### config.mk
export PLATFORM = sky130hd
export DESIGN_NAME = ud_counter_param
export DESIGN_NICKNAME = d
export VERILOG_FILES = /design/src/rtl/ud_counter_param_pkg.sv /design/src/rtl/ud_counter_param_seg7_hex_dec.sv /design/src/rtl/ud_counter_param.sv
export SDC_FILE = /design/constraint.sdc
export NUM_CORES = 1
export LEC_CHECK = 0
export CAP_MARGIN = 20
export CORE_AREA = 2 2 39 41
export CTS_CLUSTER_DIAMETER = 60
export DETAILED_ROUTE_END_ITERATION = 10
export DIE_AREA = 0 0 41 43
export PLACE_DENSITY_LB_ADDON = 0.12
export SYNTH_ARGS = -nofsm -noshare
export SYNTH_HDL_FRONTEND = slang
export SYNTH_HIERARCHICAL = 1
export SYNTH_SLANG_ARGS = --single-unit
export TNS_END_PERCENT = 1
### constraint.sdc
create_clock -name cp -period 1.8 [get_ports cp]
set_input_delay 0.18 -clock cp [delete_from_list [all_inputs] [get_ports cp]]
set_output_delay 0.18 -clock cp [all_outputs]
set_load 0.05 [all_outputs]
### src/rtl/ud_counter_param_pkg.sv
// Purpose: shared 7-segment glyph constants and hex segment table for ud_counter_param.
// Latency: n/a (constants only).
// Backpressure: n/a.
// Segment ordering for every constant: bit0=a .. bit6=g, active-high.
package ud_counter_param_pkg;

    localparam logic [6:0] SEG_U     = 7'b0111110;  // "U": b c d e f
    localparam logic [6:0] SEG_D     = 7'b1011110;  // "d": b c d e g
    localparam logic [6:0] SEG_BLANK = 7'b0000000;

    // Packed table indexed by nibble; the first entry written is index 15.
    localparam logic [15:0][6:0] HEX_SEG = {
        7'b1110001,  // F
        7'b1111001,  // E
        7'b1011110,  // d
        7'b0111001,  // C
        7'b1111100,  // b
        7'b1110111,  // A
        7'b1101111,  // 9
        7'b1111111,  // 8
        7'b0000111,  // 7
        7'b1111101,  // 6
        7'b1101101,  // 5
        7'b1100110,  // 4
        7'b1001111,  // 3
        7'b1011011,  // 2
        7'b0000110,  // 1
        7'b0111111   // 0
    };

endpackage

### src/rtl/ud_counter_param_seg7_hex_dec.sv
// Purpose: combinational 4-bit to 7-segment hex decoder.
// Latency: 0 cycles (pure combinational).
// Backpressure: none.
// Ports: nibble_i - value to show; seg_o - segments a..g on bits 0..6, active-high.
module seg7_hex_dec
    import ud_counter_param_pkg::*;
(
    input  logic [3:0] nibble_i,
    output logic [6:0] seg_o
);

    assign seg_o = HEX_SEG[nibble_i];

endmodule

### src/rtl/ud_counter_param.sv
// Purpose: parametrised up/down counter with modulus, wrap/saturate, load, terminal-count pulse and 7-seg output.
// Latency: 1 cycle, every output registered on posedge cp.
// Backpressure: none; inputs are sampled every edge.
// Ports: cp clock; reset sync active-high; en count enable; x direction (1=up);
//        load/load_val parallel load (clamped to MODULUS-1); out count; tc terminal-count pulse;
//        display segments (direction glyph when DISP_MODE=0, hex of out[3:0] when DISP_MODE=1).
module ud_counter_param
    import ud_counter_param_pkg::*;
#(
    parameter int WIDTH     = 4,
    parameter int MODULUS   = 16,
    parameter int SATURATE  = 0,
    parameter int DISP_MODE = 0
) (
    input  logic             cp,
    input  logic             reset,
    input  logic             en,
    input  logic             x,
    input  logic             load,
    input  logic [WIDTH-1:0] load_val,
    output logic [WIDTH-1:0] out,
    output logic             tc,
    output logic [6:0]       display
);

    localparam logic [WIDTH-1:0] MAX_VAL = WIDTH'(MODULUS - 1);
    localparam logic [WIDTH-1:0] ONE     = WIDTH'(1);

    logic [WIDTH-1:0] count_q, count_d;
    logic             tc_q, tc_d;
    logic [6:0]       disp_q, disp_d;

    // Next count and terminal-count: load beats enable, enable beats hold.
    always_comb begin
        count_d = count_q;
        tc_d    = 1'b0;
        if (load) begin
            count_d = (load_val > MAX_VAL) ? MAX_VAL : load_val;
        end else if (en) begin
            if (x) begin
                if (count_q == MAX_VAL) begin
                    tc_d    = 1'b1;
                    count_d = (SATURATE != 0) ? count_q : '0;
                end else begin
                    count_d = count_q + ONE;
                end
            end else begin
                if (count_q == '0) begin
                    tc_d    = 1'b1;
                    count_d = (SATURATE != 0) ? count_q : MAX_VAL;
                end else begin
                    count_d = count_q - ONE;
                end
            end
        end
    end

    generate
        if (DISP_MODE == 1) begin : g_hex
            // Decode the next count so the display lands on the same edge as out.
            logic [3:0] nib_d;
            assign nib_d = 4'(count_d);
            seg7_hex_dec u_dec (
                .nibble_i (nib_d),
                .seg_o    (disp_d)
            );
        end else begin : g_glyph
            assign disp_d = x ? SEG_U : SEG_D;
        end
    endgenerate

    always_ff @(posedge cp) begin
        if (reset) begin
            count_q <= '0;
            tc_q    <= 1'b0;
            disp_q  <= SEG_BLANK;
        end else begin
            count_q <= count_d;
            tc_q    <= tc_d;
            disp_q  <= disp_d;
        end
    end

    assign out     = count_q;
    assign tc      = tc_q;
    assign display = disp_q;

endmodule

==> results_dict.tcl <==
set metrics [dict create \
    tns_ns 0 \
    grt_pass1_vias 408 \
    rr_worst_depth 5 \
    antenna_found_initial 0 \
    cts.sinks 8 \
    critPathKind "reg2out" \
    synthArstFlopShare_pct 0 \
    wire_per_inst_um 11.0 \
    ys_types 31 \
    io_buffers 19 \
    grt_use_total_pct 14.5 \
    r2r_setup_slack_ns 0.16 \
    yosysWarnings 6 \
    max_slew_margin_pct 66.8 \
    power.density_nw_per_um2 766 \
    coreArea_um2 1380 \
    fin_hold_ws_ns 0.555 \
    finalCriticalPeriod_ns 1.66 \
    ys_top_cells_by_area "dfxtp_1 (33%), buf_4 (6.1%), a21oi_1 (5.1%), ha_1 (5.1%), mux2i_1 (4.1%)" \
    finalCritPeriodShare_pct 92.1 \
    status "finished, final reports clean" \
    cts_hold_buf 0 \
    path_max_fanout 8 \
    vias 443 \
    critical_path_depth 1 \
    max_freq_mhz 603 \
    htreeDepth 1 \
    cts.path.max_buffers 2 \
    yosys.area.top_type "dfxtp_1" \
    grt_max_degree 10 \
    final_nets 90 \
    nFillCells 146 \
    diodes 0 \
    synth_top_area_share_pct 32.6 \
    synth_area_um2 492 \
    synthToLayoutAreaGrowth_pct 39.7 \
    arrival_ns 1.48 \
    worst_slew_pin_slew_ns 0.485 \
    cts.repair.resized 0 \
    syn_area_per_cell_um2 8.20 \
    initial_core_util_pct 35.5 \
    drt-total-wl_um 1020 \
    cts_made_buffers 3 \
    cp-startpoint "out[0]$_SDFFE_PP0P_" \
    die_w_um 41 \
    max_stage_delay_ns 0.82 \
    detail-route-antenna-nets 0 \
    cts_root_buf "clkbuf_4" \
    synthFlopType "dfxtp_1" \
    dieArea_um2 1760 \
    timing.rr.start "out[0]$_SDFFE_PP0P_" \
    num_io_pins 21 \
    cp-end-kind "output port" \
    drive_above_1_share_pct 16.9 \
    grt-ovfl-total 0 \
    cts_setup_buffers 0 \
    setup_violations 0 \
    slowest_stage "clkdlybuf4s50_1" \
    endpoint "out[0]" \
    syn_nets 71 \
    ir_drop_v 0.000429 \
    skew_ns 0.00672 \
    crit_chain "clkdlybuf4s50_1" \
    grt_pass1_wl_um 1700 \
    drc 0 \
    clock_latency_ns 0.26 \
    detail_route.first_pass.iterations 4 \
    cp.required_ns 1.62 \
    leakage_nw 0.285 \
    maxCapViolCount 0 \
    hpwl_um 744 \
    rsz0062_at_grt "false" \
    crit_path_start_kind "register" \
    synth.yosys.seq_area_share_pct 32.6 \
    hold_path_class "in2reg" \
    setup_ws_ns 0.142 \
    multi_input_area_um2 259 \
    timing.rr.end "out[3]$_SDFFE_PP0P_" \
    critPathTopFamily "buffers and inverters" \
    die_h_um 43 \
    slew_viol_final 0 \
    synth_edf_count 0 \
    hold_violations 0 \
    path_clk_slew_ns 0.06 \
    viasPerCell 4.76 \
    seqCellArea_um2 163 \
    hold_start "load_val[0]" \
    critPathBufInv 1 \
    dp_slack_ns 0.0852 \
    syn_inst 60 \
    cts_tree "yes" \
    synth-seq-cells 8 \
    fp-row-count 14 \
    drt_iter0_markers 7 \
    place_congestion 0.832 \
]
routing by layer:
layer | vias to the layer above | track usage (%) | share of wire, %
li1 | 235 | - | -
met3 | 2 | 4.71 | 5.2
met5 | - | 0 | 0
met1 | 192 | 19.6 | 47
met4 | 0 | 8.00 | 1.9
met2 | 14 | 19.7 | 46
state kept, by name, indices dropped and copies added, names as in the netlist:
signal   count
display      3
tc           1
out          4
cell usage after synthesis, drive strengths merged (2+ instances only):
| cell | number |
|---|---|
| mux2i | 2 |
| buf | 6 |
| dfxtp | 8 |
| ha | 2 |
| o21ai | 6 |
| nand2 | 3 |
| nor3 | 3 |
| a21oi | 5 |
| nor2 | 3 |
| inv | 6 |
per-stage QoR:
stage | cells | util (%) | power [mW] | cell area, um^2
after global routing | 93 | 49.6 | 0.553 | 687
final | 93 | 49.6 | 0.526 | 687
after CTS | 93 | 49.6 | 0.527 | 687
after floorplan | 60 | - | 0.337 | 494
after detailed placement | 90 | 48.0 | 0.388 | 664
after global placement | 90 | 48.0 | 0.388 | 664
final cells by class:
class / count / area share, %
Multi-Input combinational cell: 39 / 37.7
Timing Repair Buffer: 21 / 29.1
Sequential cell: 8 / 23.7
Clock buffer: 3 / 3.28
Inverter: 6 / 3.28
Tap cell: 16 / 2.91
placed cells by master (no fill, tap or decap), types with 2 or more instances in the layout:
cell type / Yosys / final
o21ai_1: 3 / 3
buf_4: 4 / 4
a21oi_1: 5 / 5
nor3_1: 3 / 3
dfxtp_2: 0 / 2
mux2i_1: 2 / 2
o21ai_0: 2 / 2
inv_1: 5 / 5
clkbuf_4: 0 / 3
nand2_1: 3 / 3
clkdlybuf4s50_1: 0 / 17
dfxtp_1: 8 / 6
nor2_1: 3 / 3
ha_1: 2 / 2
worst min-delay path by stage:
stage,end,slack [ns],depth (start not counted)
3_5_place_dp,out[0]$_SDFFE_PP0P_,0.57,3
4_1_cts,out[0]$_SDFFE_PP0P_,0.56,3
3_3_place_gp,out[0]$_SDFFE_PP0P_,0.57,3
5_1_grt,out[2]$_SDFFE_PP0P_,0.60,4
6_report,out[0]$_SDFFE_PP0P_,0.55,3
2_1_floorplan,out[3]$_SDFFE_PP0P_,0.24,1
power breakdown:
group	internal [mW]	leakage (nW)	switching, mW
sequential	0.190	0.0670	0.0163
clock	0.0766	0.0138	0.0651
combinational	0.0732	0.205	0.105
cells by family (layout without fill, tap and decap cells):
family,after synthesis,in the layout,share of synthesized area [%]
buffers and inverters,13,30,14.8
and+or+nand+nor,17,17,19.8
muxes,2,2,4.07
xor gates and xnor gates,2,2,3.56
other,1,1,0.763
AOI/OAI and AO/OA,15,15,19.3
DFF,8,8,32.6
adders and majority gates,2,2,5.09
Note: power is estimated with default switching activity, not from simulation.
